--- config.mk ---
export PLATFORM = sky130hd
export DESIGN_NAME = fb_arbiter
export DESIGN_NICKNAME = d
export VERILOG_FILES = /design/src/rtl/fb_arbiter.sv
export SDC_FILE = /design/constraint.sdc
export NUM_CORES = 1
export LEC_CHECK = 0
export ABC_AREA = 1
export CORE_MARGIN = 8
export CORE_UTILIZATION = 49
export CTS_BUF_LIST = sky130_fd_sc_hd__clkbuf_8
export CTS_CLUSTER_DIAMETER = 200
export CTS_CLUSTER_SIZE = 28
export DETAILED_ROUTE_END_ITERATION = 8
export HOLD_SLACK_MARGIN = 0.12
export MAX_ROUTING_LAYER = met4
export PLACE_DENSITY = 0.76
export SLEW_MARGIN = 40
export SYNTH_ARGS = -nofsm -noshare
export SYNTH_HDL_FRONTEND = slang
export SYNTH_SLANG_ARGS = --single-unit
export TNS_END_PERCENT = 100
--- constraint.sdc ---
create_clock -name clk -period 1.54 [get_ports clk]
set_input_delay 0.385 -clock clk [delete_from_list [all_inputs] [get_ports clk]]
set_output_delay 0.385 -clock clk [all_outputs]
set_load 0.005 [all_outputs]
--- src/rtl/fb_arbiter.sv ---
// Framebuffer RAM arbiter: LCD pixel fetch, writer port, frame pacing.
// Define FB_ARB_CLEAR_EN to build the framebuffer clear engine.
module fb_arbiter #(
  parameter int unsigned FRAME_DIV   = 800000,
  parameter int unsigned FB_BYTES    = 1920,
  parameter logic [7:0]  CLEAR_VALUE = 8'h00
) (
  input  logic        clk,
  input  logic        reset,
  input  logic [7:0]  lcd_x,
  input  logic [2:0]  lcd_y,
  output logic [7:0]  lcd_pixels,
  output logic        frame_strobe,
  input  logic [10:0] wr_addr,
  input  logic [7:0]  wr_data,
  input  logic        wr_valid,
  output logic        wr_ready,
  output logic [10:0] ram_addr,
  output logic        ram_we,
  output logic [7:0]  ram_wdata,
  input  logic [7:0]  ram_rdata,
  input  logic        clear_req,
  output logic        clear_busy
);

  typedef enum logic [1:0] {
    IDLE, RD_ADDR, RD_DATA, WR
  } state_t;

  localparam int CW = $clog2(FRAME_DIV);
  localparam logic [10:0] FB_END = 11'(FB_BYTES);

  state_t      state, state_d;
  logic [10:0] key, lcd_addr;
  logic [10:0] cache_key, cache_key_d;
  logic [10:0] cache_addr, cache_addr_d;
  logic        cache_valid, cache_valid_d;
  logic [7:0]  pix_d, wdata_d;
  logic [10:0] addr_d;
  logic        we_d;
  logic        read_needed, blank, fire, busy;
  logic [CW-1:0] cnt;
  logic [7:0]  prev_x;

  assign key      = {lcd_y, lcd_x};
  assign lcd_addr = {lcd_y, 8'd0} - {4'd0, lcd_y, 4'd0}
                  + {3'd0, lcd_x};
  assign blank    = lcd_x >= 8'd240;
  assign read_needed = !cache_valid || (key != cache_key);
  assign wr_ready = (state == IDLE) && !read_needed && !busy;
  assign fire     = wr_valid && wr_ready;

`ifdef FB_ARB_CLEAR_EN
  localparam logic [10:0] LAST = 11'(FB_BYTES - 1);
  logic        busy_d, clr_wr, clr_wr_d;
  logic [10:0] clr_addr, clr_addr_d;
  assign clear_busy = busy;
`else
  logic unused_ok;
  assign busy       = 1'b0;
  assign clear_busy = 1'b0;
  assign unused_ok  = clear_req | (|CLEAR_VALUE);
`endif

  always_comb begin
    state_d       = state;
    cache_key_d   = cache_key;
    cache_addr_d  = cache_addr;
    cache_valid_d = cache_valid;
    pix_d         = lcd_pixels;
    addr_d        = ram_addr;
    wdata_d       = ram_wdata;
    we_d          = 1'b0;
`ifdef FB_ARB_CLEAR_EN
    busy_d     = busy;
    clr_addr_d = clr_addr;
    clr_wr_d   = 1'b0;
    if (clear_req && !busy) begin
      busy_d     = 1'b1;
      clr_addr_d = '0;
    end
`endif
    unique case (state)
      IDLE: begin
        if (read_needed) begin
          cache_key_d  = key;
          cache_addr_d = lcd_addr;
          if (blank) begin
            pix_d         = '0;
            cache_valid_d = 1'b1;
          end else begin
            addr_d  = lcd_addr;
            state_d = RD_ADDR;
          end
        end else if (fire) begin
          addr_d  = wr_addr;
          wdata_d = wr_data;
          we_d    = wr_addr < FB_END;
          state_d = WR;
          if (wr_addr == cache_addr) cache_valid_d = 1'b0;
        end
`ifdef FB_ARB_CLEAR_EN
        else if (busy) begin
          addr_d   = clr_addr;
          wdata_d  = CLEAR_VALUE;
          we_d     = 1'b1;
          clr_wr_d = 1'b1;
          state_d  = WR;
        end
`endif
      end
      RD_ADDR: state_d = RD_DATA;
      RD_DATA: begin
        pix_d         = ram_rdata;
        cache_valid_d = 1'b1;
        state_d       = IDLE;
      end
      WR: begin
        state_d = IDLE;
`ifdef FB_ARB_CLEAR_EN
        // only a clear-issued write advances the fill pointer
        if (clr_wr) begin
          if (clr_addr == LAST) begin
            busy_d        = 1'b0;
            cache_valid_d = 1'b0;
          end else begin
            clr_addr_d = clr_addr + 11'd1;
          end
        end
`endif
      end
      default: state_d = IDLE;
    endcase
  end

  always_ff @(posedge clk) begin
    if (reset) begin
      state       <= IDLE;
      cache_key   <= '0;
      cache_addr  <= '0;
      cache_valid <= 1'b0;
      lcd_pixels  <= '0;
      ram_addr    <= '0;
      ram_we      <= 1'b0;
      ram_wdata   <= '0;
    end else begin
      state       <= state_d;
      cache_key   <= cache_key_d;
      cache_addr  <= cache_addr_d;
      cache_valid <= cache_valid_d;
      lcd_pixels  <= pix_d;
      ram_addr    <= addr_d;
      ram_we      <= we_d;
      ram_wdata   <= wdata_d;
    end
  end

`ifdef FB_ARB_CLEAR_EN
  always_ff @(posedge clk) begin
    if (reset) begin
      busy     <= 1'b0;
      clr_addr <= '0;
      clr_wr   <= 1'b0;
    end else begin
      busy     <= busy_d;
      clr_addr <= clr_addr_d;
      clr_wr   <= clr_wr_d;
    end
  end
`endif

  // strobe clears once the driver leaves column 0 on page 0
  always_ff @(posedge clk) begin
    if (reset) begin
      cnt          <= '0;
      frame_strobe <= 1'b0;
      prev_x       <= '0;
    end else begin
      prev_x <= lcd_x;
      if (cnt == CW'(FRAME_DIV - 1)) begin
        cnt          <= '0;
        frame_strobe <= 1'b1;
      end else begin
        cnt <= cnt + CW'(1);
        if (lcd_y == 3'd0 && prev_x == 8'd0 && lcd_x != 8'd0)
          frame_strobe <= 1'b0;
      end
    end
  end

endmodule
==> Yosys cells after proc, flatten, opt, wreduce, memory -nomap -nowiden <==
Cells that the tools add are included.
{ "classes": {"magnitude_cmp": 2, "n_div": 0, "n_eq_ne": 13, "n_mul": 0, "mux": 17, "add_sub_neg": 3, "n_reduce_logical": 23, "n_bitwise": 3, "shift": 0} }
{ "op_table": {"columns": ["operator", "count"], "rows": [
  ["2-to-1 mux 11 bit", 3],
  ["adder 20 x 1 -> 20 bit, second input constant", 1],
  ["equality test 20 bit, second input constant", 1],
  ["2-to-1 mux 8 bit", 2],
  ["case mux 8 bit (2 select lines)", 1],
  ["adder 11 x 8 -> 11 bit", 1],
  ["equality test 11 bit", 1],
  ["< comparator 11 bit, second input constant", 1],
  ["inequality test 11 bit", 1],
  ["subtractor 11 x 7 -> 11 bit", 1],
  ["inequality test 3 bit, second input constant", 3],
  ["AND reduction 3 bit", 3],
  [">= comparator 8 bit, second input constant", 1],
  ["logical NOT 8 bit", 1],
  ["nonzero test 8 bit", 1],
  ["2-to-1 mux 1 bit", 6],
  ["2-to-1 mux 2 bit", 3],
  ["inequality test 2 bit, second input constant", 3],
  ["case mux 2 bit (3 select lines)", 1],
  ["nonzero test 2 bit", 3],
  ["equality test 2 bit, second input constant", 2],
  ["logical AND 1 bit", 4],
  ["AND reduction 2 bit", 2],
  ["AND reduction 4 bit", 1],
  ["other kinds (10)", 14]
]} }
{ "word_totals": {"romBits": 0, "latch_bits": 0, "input_bits": 42, "out_inout_bits": 31, "ram_bits": 0, "regBits": 82, "memories": 0} }

==> Logic depth before layout (Yosys ltp) <==
Gate-level depths: netlist of the first run.
{ "logic_depth": {"depth_word": 8, "mapped_depth": 13} }

==> Worst setup path after synthesis of the first run <==
OpenSTA, ideal clock, no wires.
{ "synth_timing": {"path_kind": "input to register", "start": "in lcd_y[0]", "end": "reg ram_addr[7]", "arrival_time_ns": 1.528, "cell_stages": 12, "slack_ns": -0.100, "setup_ns": 0.112, "path_buffers": 0, "path_cell_list": "inv_2 > ha_1 > o21ai_0 > nand2_1 > nand2_1 > inv_1 > o21ai_0 > nand2_1 > nand2_1 > nand2_1 > nand3_1 > nand2_1"} }
{ "synth_between": {"elab_chain_cells": 7} }
{ "synth_rtl": {"columns": ["element", "line_no", "text"], "rows": [
  ["from (decl)", "11", "input logic [2:0] lcd_y,"],
  ["parallel branches: the longest is 7 deep, another holds subtractor 11 x 7 -> 11 bit", null, null],
  ["to (signal assigned)", "152", "ram_addr <= addr_d;"],
  ["to (decl)", "18", "output logic [10:0] ram_addr,"]
]} }
Parallel ways; which one is timed is not known. The select of a mux whose other input is x is not followed.
A chain may end at the register's enable or synchronous reset.

==> Worst setup path in the final report of the first run <==
{ "layout_timing": {"start": "in lcd_x[0]", "end": "reg cache_key[5]"} }
{ "layout_between": {"elab_chain_cells": 3} }
{ "layout_rtl": {"columns": ["element", "line_no", "text"], "rows": [
  ["from (decl)", "10", "input logic [7:0] lcd_x,"],
  ["inequality test 11 bit", "49", "assign read_needed = !cache_valid || (key != cache_key);"],
  ["logical OR 1 bit", "49", null],
  ["AND reduction 2 bit (no line)", null, null],
  ["to (signal assigned)", "148", "cache_key <= cache_key_d;"],
  ["to (decl)", "35", "logic [10:0] cache_key, cache_key_d;"]
]} }
No other way between the ends.

==> results by group, run 1 <==
Worst setup path
  – Critical Path Fanout Max: 6
  – Critical-path top delay cell: clkdlybuf4s15_1
  – R2r endpoint: cache_key[5]$_SDFFE_PP0P_
  – Worst reg-to-reg path cell count: 13
  – Slowest stage delay, CP: 240 ps
  – Crit. End Element: flip-flop
  – CP arrival: 2160 ps
  – CP startpoint kind: input port
  – Crit Path Category: input port to flip-flop
  – Reg2reg setup slack: -330 ps
  – Req. time, crit path: 1820 ps
  – Critical path cell sequence: clkdlybuf4s15_1 > inv_1 > nand2_2 > nand2_2 > inv_2 > nand2_2 > nor2_4 > nand3_4 > buf_6 > buf_12 > buf_12 > nand2_8 > buf_6 > o21ai_1 > a21oi_1
  – CP bufs+invs: 7
  – CP dominant cell by count: nand2_2
  – Crit-path leading delay family: buffers and inverters
  – R2R Path Start: cache_key[8]$_SDFFE_PP0P_

Power
  – Comb power frac: 27.1%
  – Sequential Power Share: 42.1%
  – Pwr/cell area: between 800 and 900 mW/mm^2
  – VDD IR max: 558 uV
  – Static leakage: between 3 and 4 nW
  – Switching Share: 32.4%
  – Total power: about 5.4 mW
  – Int Power: around 3.6 mW
  – Clock power share: between 30 and 40%
  – Psw: roughly 1.8 mW

Final layout
  – Share of cells above drive strength 1: approximately 45%
  – Area Overhead vs Synth: 75.0%
  – Fillers: 325
  – Layout Cells excl Fill: 861
  – N_diodes: 0
  – Layout net count: 800
  – Fin util: ~88%
  – Final instance area: around 0.0067 sq mm

Detailed routing
  – DR WL/cell: a little under 20 um
  – DR WL met2: 8590 um
  – Uppermost layer routed: met4
  – WL met3: 1240 um
  – Vias per cell: 5.72
  – Routed vias: 4,925
  – DR pass1 iterations: 6
  – Residual DRC: 0
  – Detailed Route Iter0 Violations: between 400 and 500
  – Total wire length: 17,000 um
  – Wl on met1: approximately 6100 um
  – Routed Antenna Nets: 0

Yosys
  – Synth warn: 0
  – Mapped Area: 0.00385 sq mm
  – Syn Inst Count: approximately 560
  – Synth area leaders: dfxtp_1 (41%), nand2_1 (16%), nor2_1 (7.3%)
  – Yosys top cell by area: dfxtp_1
  – Most numerous cell types in the synthesized netlist: nand2_1 (161), dfxtp_1 (79), nor2_1 (75)
  – #FFs+latches synth: 79
  – Top cell type's share of synthesized area: about two fifths
  – Yosys cell types: 37
  – Seq/Total Area, Yosys: slightly above 40%
  – Post-Syn Area per Cell: roughly 6.9 sq um
  – Synth async-reset ratio: 0%
  – Post-synth top flop: dfxtp_1
  – Most common cell in the netlist: nand2_1
  – Post-Syn Nets: approximately 600
  – Post-synth EDFFs: 0

STA
  – Max Fclk: roughly 0.53 GHz
  – Period utilization: 122%
  – Fin crit period: ~1900 ps
  – Final Hold Vio Count: 0
  – Slew Limit Fails: 0
  – Clock skew: about 19 ps
  – Setup TNS: -12,820 ps
  – Hold slack: approximately 430 ps
  – RSZ-0062 raised after global routing: true
  – Final WS setup: -333 ps
  – Endpoints failing setup: 65

Global routing
  – Initial antenna violation count: 0
  – Number of global-route vias before repair: ~4,800
  – First-pass GRT wire length: around 22,000 um
  – Global route overflow: 0
  – Largest net degree at the start of global routing: 23
  – Gr usage total: between 20% and 30%

Min path
  – Hold Crit Class: input port to flip-flop
  – Worst Hold Path EP: prev_x[5]$_SDFF_PP0_
  – HP Start: lcd_x[5]
  – Hold path cells: 4

CTS
  – Clock sinks: 79
  – # hold bufs at CTS: 0
  – Clock Path Buffers: 2
  – H-tree depth: 3
  – Clk slew on worst S/H paths: roughly 90 ps
  – TritonCTS clock tree: built
  – Worst skew pair latency: ~370 ps
  – Clk root buf: clkbuf_8
  – TritonCTS Buffers: 9

Flow run
  – Max-Cap Viols: 0

Run status
  – Failing checks: setup timing
  – Status: finished, violations left

Placed design
  – # port buffers: 70
  – GP Congestion: 0.900
  – DP Area: just over 0.005 sq mm
  – DP Wirelength: ~8400 um
  – # placed instances: between 700 and 800
  – DP Worst Slack: -980 ps

Floorplan
  – Die Y: between 100 and 150 um
  – Die W: between 100 and 150 um
  – Boundary Pins: between 70 and 80
  – Core Region: between 0.007 and 0.008 sq mm
  – Initial Util: roughly 50%
  – Die Footprint: roughly 0.011 sq mm
  – # rows: 32
## placed cells by master, fill, tap and decap left out, types with 4 or more instances in the layout
cell             instances
buf_4                   94
nor2_4                  15
buf_6                   22
nor3_1                   7
dfxtp_1                 58
nand3_4                  5
o21ai_2                 13
buf_16                   5
dfxtp_2                 17
inv_1                   46
nand2_4                  8
nor4_1                   6
nand2_2                 41
nand2_1                113
inv_2                   17
buf_12                   7
clkbuf_8                10
clkdlybuf4s50_1         29
nor2_2                  17
xor2_1                   7
nand3b_1                 4
nand3_1                 18
a21oi_2                 23
o21ai_0                  9
dfxtp_4                  4
xnor2_1                  9
nand4_1                  9
nor2_1                  47
dlygate4sd2_1           33
nand3_2                  9
a21oi_1                 10
## what timing repair did
| item | in CTS | in global routing |
|---|---|---|
| cloned | 9 | 0 |
| gates resized for setup | 176 | 141 |
| buffers inserted | 34 | 20 |
| pin swaps | 47 | 68 |
| endpoints found under the setup margin | 100 | 72 |
## kinds of logic after synthesis
logic type | after synthesis | synth area share, %
fa+ha+maj | 4 | 1.30
simple gates | 311 | 35.6
xor+xnor | 19 | 4.33
flops | 79 | 41.1
buf+inv | 83 | 9.27
other cells | 1 | 0.0975
compound gates | 61 | 8.33
## power by group through the flow
stage               Clock [mW]  Combinational, mW  Sequential [mW]
finish                    1.67               1.46             2.27
detailed placement           0              0.972             2.28
global placement             0              0.945             2.28
CTS                       1.62               1.16             2.25
global route              1.75               1.54             2.28
floorplan                    0              0.473             2.27
## worst max path at each step
stage	startpoint	endpoint	slack [ps]	cells past startpoint
floorplan	lcd_x[0]	wr_ready	10	9
global route	cache_key[4]$_SDFFE_PP0P_	ram_addr[8]$_SDFFE_PP0P_	-410	14
CTS	cache_key[10]$_SDFFE_PP0P_	wr_ready	-310	9
finish	lcd_x[0]	cache_key[5]$_SDFFE_PP0P_	-330	15
detailed placement	lcd_x[0]	wr_ready	-980	10
global placement	lcd_x[0]	wr_ready	-910	10
## state kept, by name, indices dropped and copies added (netlist names)
signal,count
lcd_pixels,8
cache_valid,1
ram_we,1
state,2
ram_wdata,8
cache_addr,8
frame_strobe,1
prev_x,8
cache_key,11
ram_addr,11
cnt,20
## area by class of cell
type                            instances  area (sq um)  share of cell area, %
Clock buffer                           10           138                   2.05
Inverter                               67           274                   4.07
Clock inverter                          6          67.6                   1.00
Sequential cell                        79          1620                   24.0
Tap cell                              102           128                   1.90
Timing Repair Buffer                  199          1900                   28.3
Multi-Input combinational cell        398          2600                   38.7
## worst register-to-register path, cell delays in order, from the launching register on
cell and delay [ps]:
dfxtp_2 330, nand2_1 110, nand2_1 100, nor2_2 100, nand2_2 80, inv_2 80, nand3_4 80, buf_6 140
buf_12 140, buf_12 130, nand2_8 100, buf_6 150, o21ai_1 80, a21oi_1 170
## per-layer routing
layer / GRT usage [%] / vias to the layer above
met3: 4.05 / 121
met5: - / -
met1: 26.1 / 2303
li1: - / 2164
met4: 14.1 / 0
met2: 44.7 / 337
Note: power is estimated with default switching activity, not from simulation.
==> run 2: changes to the inputs <==
==> constraint.sdc (replaced) <==
create_clock -name clk -period 1.63 [get_ports clk]
set_input_delay 0.4075 -clock clk [delete_from_list [all_inputs] [get_ports clk]]
set_output_delay 0.4075 -clock clk [all_outputs]
set_load 0.005 [all_outputs]
==> results by group, run 2 (synthesized netlist as in run 1, its figures left out) <==
Global routing
  – Global route overflow: 0 (unchanged)
  – Largest net degree at the start of global routing: 22 (-4.3%)
  – Initial antenna violation count: 0 (unchanged)
  – Number of global-route vias before repair: 4,088 (-15%)
  – Gr usage total: 20.8% (-4.4 points)
  – First-pass GRT wire length: 18,600 um (-16%)

Floorplan
  – Die W: 105 um (unchanged)
  – # rows: 32 (unchanged)
  – Die Y: 105 um (unchanged)
  – Core Region: 0.00765 sq mm (unchanged)
  – Initial Util: 50.3% (unchanged)
  – Die Footprint: 0.0109 sq mm (unchanged)
  – Boundary Pins: 73 (unchanged)

Final layout
  – N_diodes: 0 (unchanged)
  – Fin util: 74.1% (-14 points)
  – Max reg flops: 20 (unchanged)
  – Most common cell after layout, fill and taps aside: nand2_1
  – Top reg by flops: cnt
  – Share of cells above drive strength 1: 25.4% (-20 points)
  – Fillers: 576 (+77%)
  – Layout net count: 747 (-6.6%)
  – Top Registers: cnt x20, cache_key x11, ram_addr x11
  – Area Overhead vs Synth: 47.2%
  – Commonest non-fill, non-tap cells in the layout: nand2_1 (146), buf_4 (74), nor2_1 (69)

STA
  – Slew Limit Fails: 0 (unchanged)
  – Slew margin rel.: roughly two thirds
  – Hold slack: 409 ps (-24.4 ps)
  – Worst Tran Pin Value: between 500 and 600 ps
  – Max Fclk: ~0.55 GHz
  – Final Hold Vio Count: 0 (unchanged)
  – Period utilization: 112%
  – Clock skew: 9.24 ps (-9.82 ps)
  – Endpoints failing setup: 25 (-62%)
  – RSZ-0062 raised after global routing: true
  – Fin crit period: 1830 ps
  – Final WS setup: -201 ps (+133 ps)

Flow run
  – Max-Cap Viols: 0 (unchanged)

Power
  – Pwr/cell area: 831 mW/mm^2 (+3.5%)
  – Static leakage: 2.89 nW (-5.7%)
  – Total power: 4.70 mW (-13%)
  – VDD IR max: 513 uV (-8.1%)

Detailed routing
  – Residual DRC: 0 (unchanged)
  – Vias per cell: 5.06 (-12%)
  – Routed vias: 4,086 (-17%)
  – DR WL/cell: 13.9 um (-30%)
  – Routed Antenna Nets: 0 (unchanged)
  – Detailed Route Iter0 Violations: 184 (-59%)
  – DR pass1 iterations: 5 (-1)
  – Total wire length: 11,200 um (-34%)

CTS
  – Clk slew on worst S/H paths: 80 ps (about the same)
  – Clk root buf: clkbuf_8
  – TritonCTS Buffers: 9 (unchanged)
  – TritonCTS clock tree: built
  – H-tree depth: 3 (unchanged)
  – Worst skew pair latency: 360 ps (about the same)
  – Clock Path Buffers: 2 (unchanged)
  – Clock sinks: 79 (unchanged)

Worst setup path
  – Crit Path Category: flip-flop to output port
  – Crit. End Element: output port
  – Req. time, crit path: 1220 ps (-600 ps)
  – CP startpoint kind: flip-flop
  – CP arrival: 1420 ps (-740 ps)
  – Critical Path Fanout Max: 2 (-4)

Run status
  – Status: finished, violations left
  – Failing checks: setup timing

Min path
  – Hold Crit Class: input port to flip-flop

Placed design
  – GP Congestion: 0.913 (+1.5%)
  – DP Wirelength: 7870 um (-6.5%)
  – # port buffers: 70 (unchanged)
-- run 2: changes by cell type in the layout (fill, tap and decap cells not counted), moves of 20 or more --
cell | previous run | this run
buf_6 | 22 | 1
nand2_1 | 113 | 146
a21oi_2 | 23 | 0
nor2_1 | 47 | 69
nand2_2 | 41 | 15
dlymetal6s2s_1 | 0 | 20
dlygate4sd2_1 | 33 | 9
a21oi_1 | 10 | 33
buf_4 | 94 | 74
-- run 2: report_power, final --
group / internal, mW / switching (mW) / total [mW] / leakage (nW)
sequential: 2.05 / 0.0769 / 2.13 / 0.654
clock: 0.851 / 0.726 / 1.58 / 0.109
combinational: 0.494 / 0.502 / 0.996 / 2.13
total: 3.40 / 1.31 / 4.70 / 2.89
-- run 2: critical path, cell delays in order, from the launching register on --
cell     delay, ps
dfxtp_2        340
inv_2           40
nand2_2         70
nand2_1         60
nor2_1          90
nand2_1         90
inv_2           80
nand3_4         80
nor2_4         100
buf_6          100
-- run 2: final timing paths --
check / from / to / slack (ps) / cells after the start
worst max-delay path: cache_key[8]$_SDFFE_PP0P_ / wr_ready / -200 / 9
worst min-delay path: lcd_x[5] / prev_x[5]$_SDFF_PP0_ / 410 / 4
worst max register to register: cache_key[6]$_SDFFE_PP0P_ / ram_addr[1]$_SDFFE_PP0P_ / -120 / 12
worst min register to register: ram_wdata[4]$_SDFFE_PP0P_ / ram_wdata[4]$_SDFFE_PP0P_ / 450 / 2
-- run 2: routing by layer --
metal  vias up  wire, um  track usage [%]
li1       2051         -                -
met1      1880      4590             22.6
met2       138      5790             36.7
met3        17       659             4.30
met4         0       188             7.85
met5         -         0                -
-- run 2: area by class of cell --
class / instances / area, sq um / share of cell area (%)
Multi-Input combinational cell: 397 / 2110 / 37.2
Sequential cell: 79 / 1610 / 28.3
Timing Repair Buffer: 147 / 1350 / 23.9
Inverter: 67 / 259 / 4.57
Tap cell: 102 / 128 / 2.25
Clock buffer: 9 / 124 / 2.19
Clock inverter: 7 / 87.6 / 1.55
-- run 2: what timing repair did --
| action | in CTS | in global routing |
|---|---|---|
| hold endpoints to repair | 0 | 0 |
| endpoints found under the setup margin | 60 | 93 |
| resized for setup | 69 | 54 |
| setup buffers | 11 | 4 |
| gates cloned | 1 | 0 |
| hold buffers | 0 | 0 |
| pin swaps | 23 | 13 |
-- run 2: stage by stage --
step	cell area, sq um	setup TNS [ps]	worst slack (ps)	cells
after floorplan	3850	0	2.26	558
after global placement	5080	-29630	-857	777
after detailed placement	5080	-31850	-931	777
after CTS	5480	-1430	-221	804
after global routing	5660	-6770	-280	808
final	5660	-1570	-201	808
==> run 3: changes to the inputs <==
--- a/config.mk
+++ b/config.mk
@@ -6,6 +6,7 @@
 export NUM_CORES = 1
 export LEC_CHECK = 0
 export ABC_AREA = 1
+export ABC_CLOCK_PERIOD_IN_PS = 1630
 export CORE_MARGIN = 8
 export CORE_UTILIZATION = 49
 export CTS_BUF_LIST = sky130_fd_sc_hd__clkbuf_8
==> results of run 3 <==
Same layout as run 2: the final DEF is identical, and so are final timing and power.
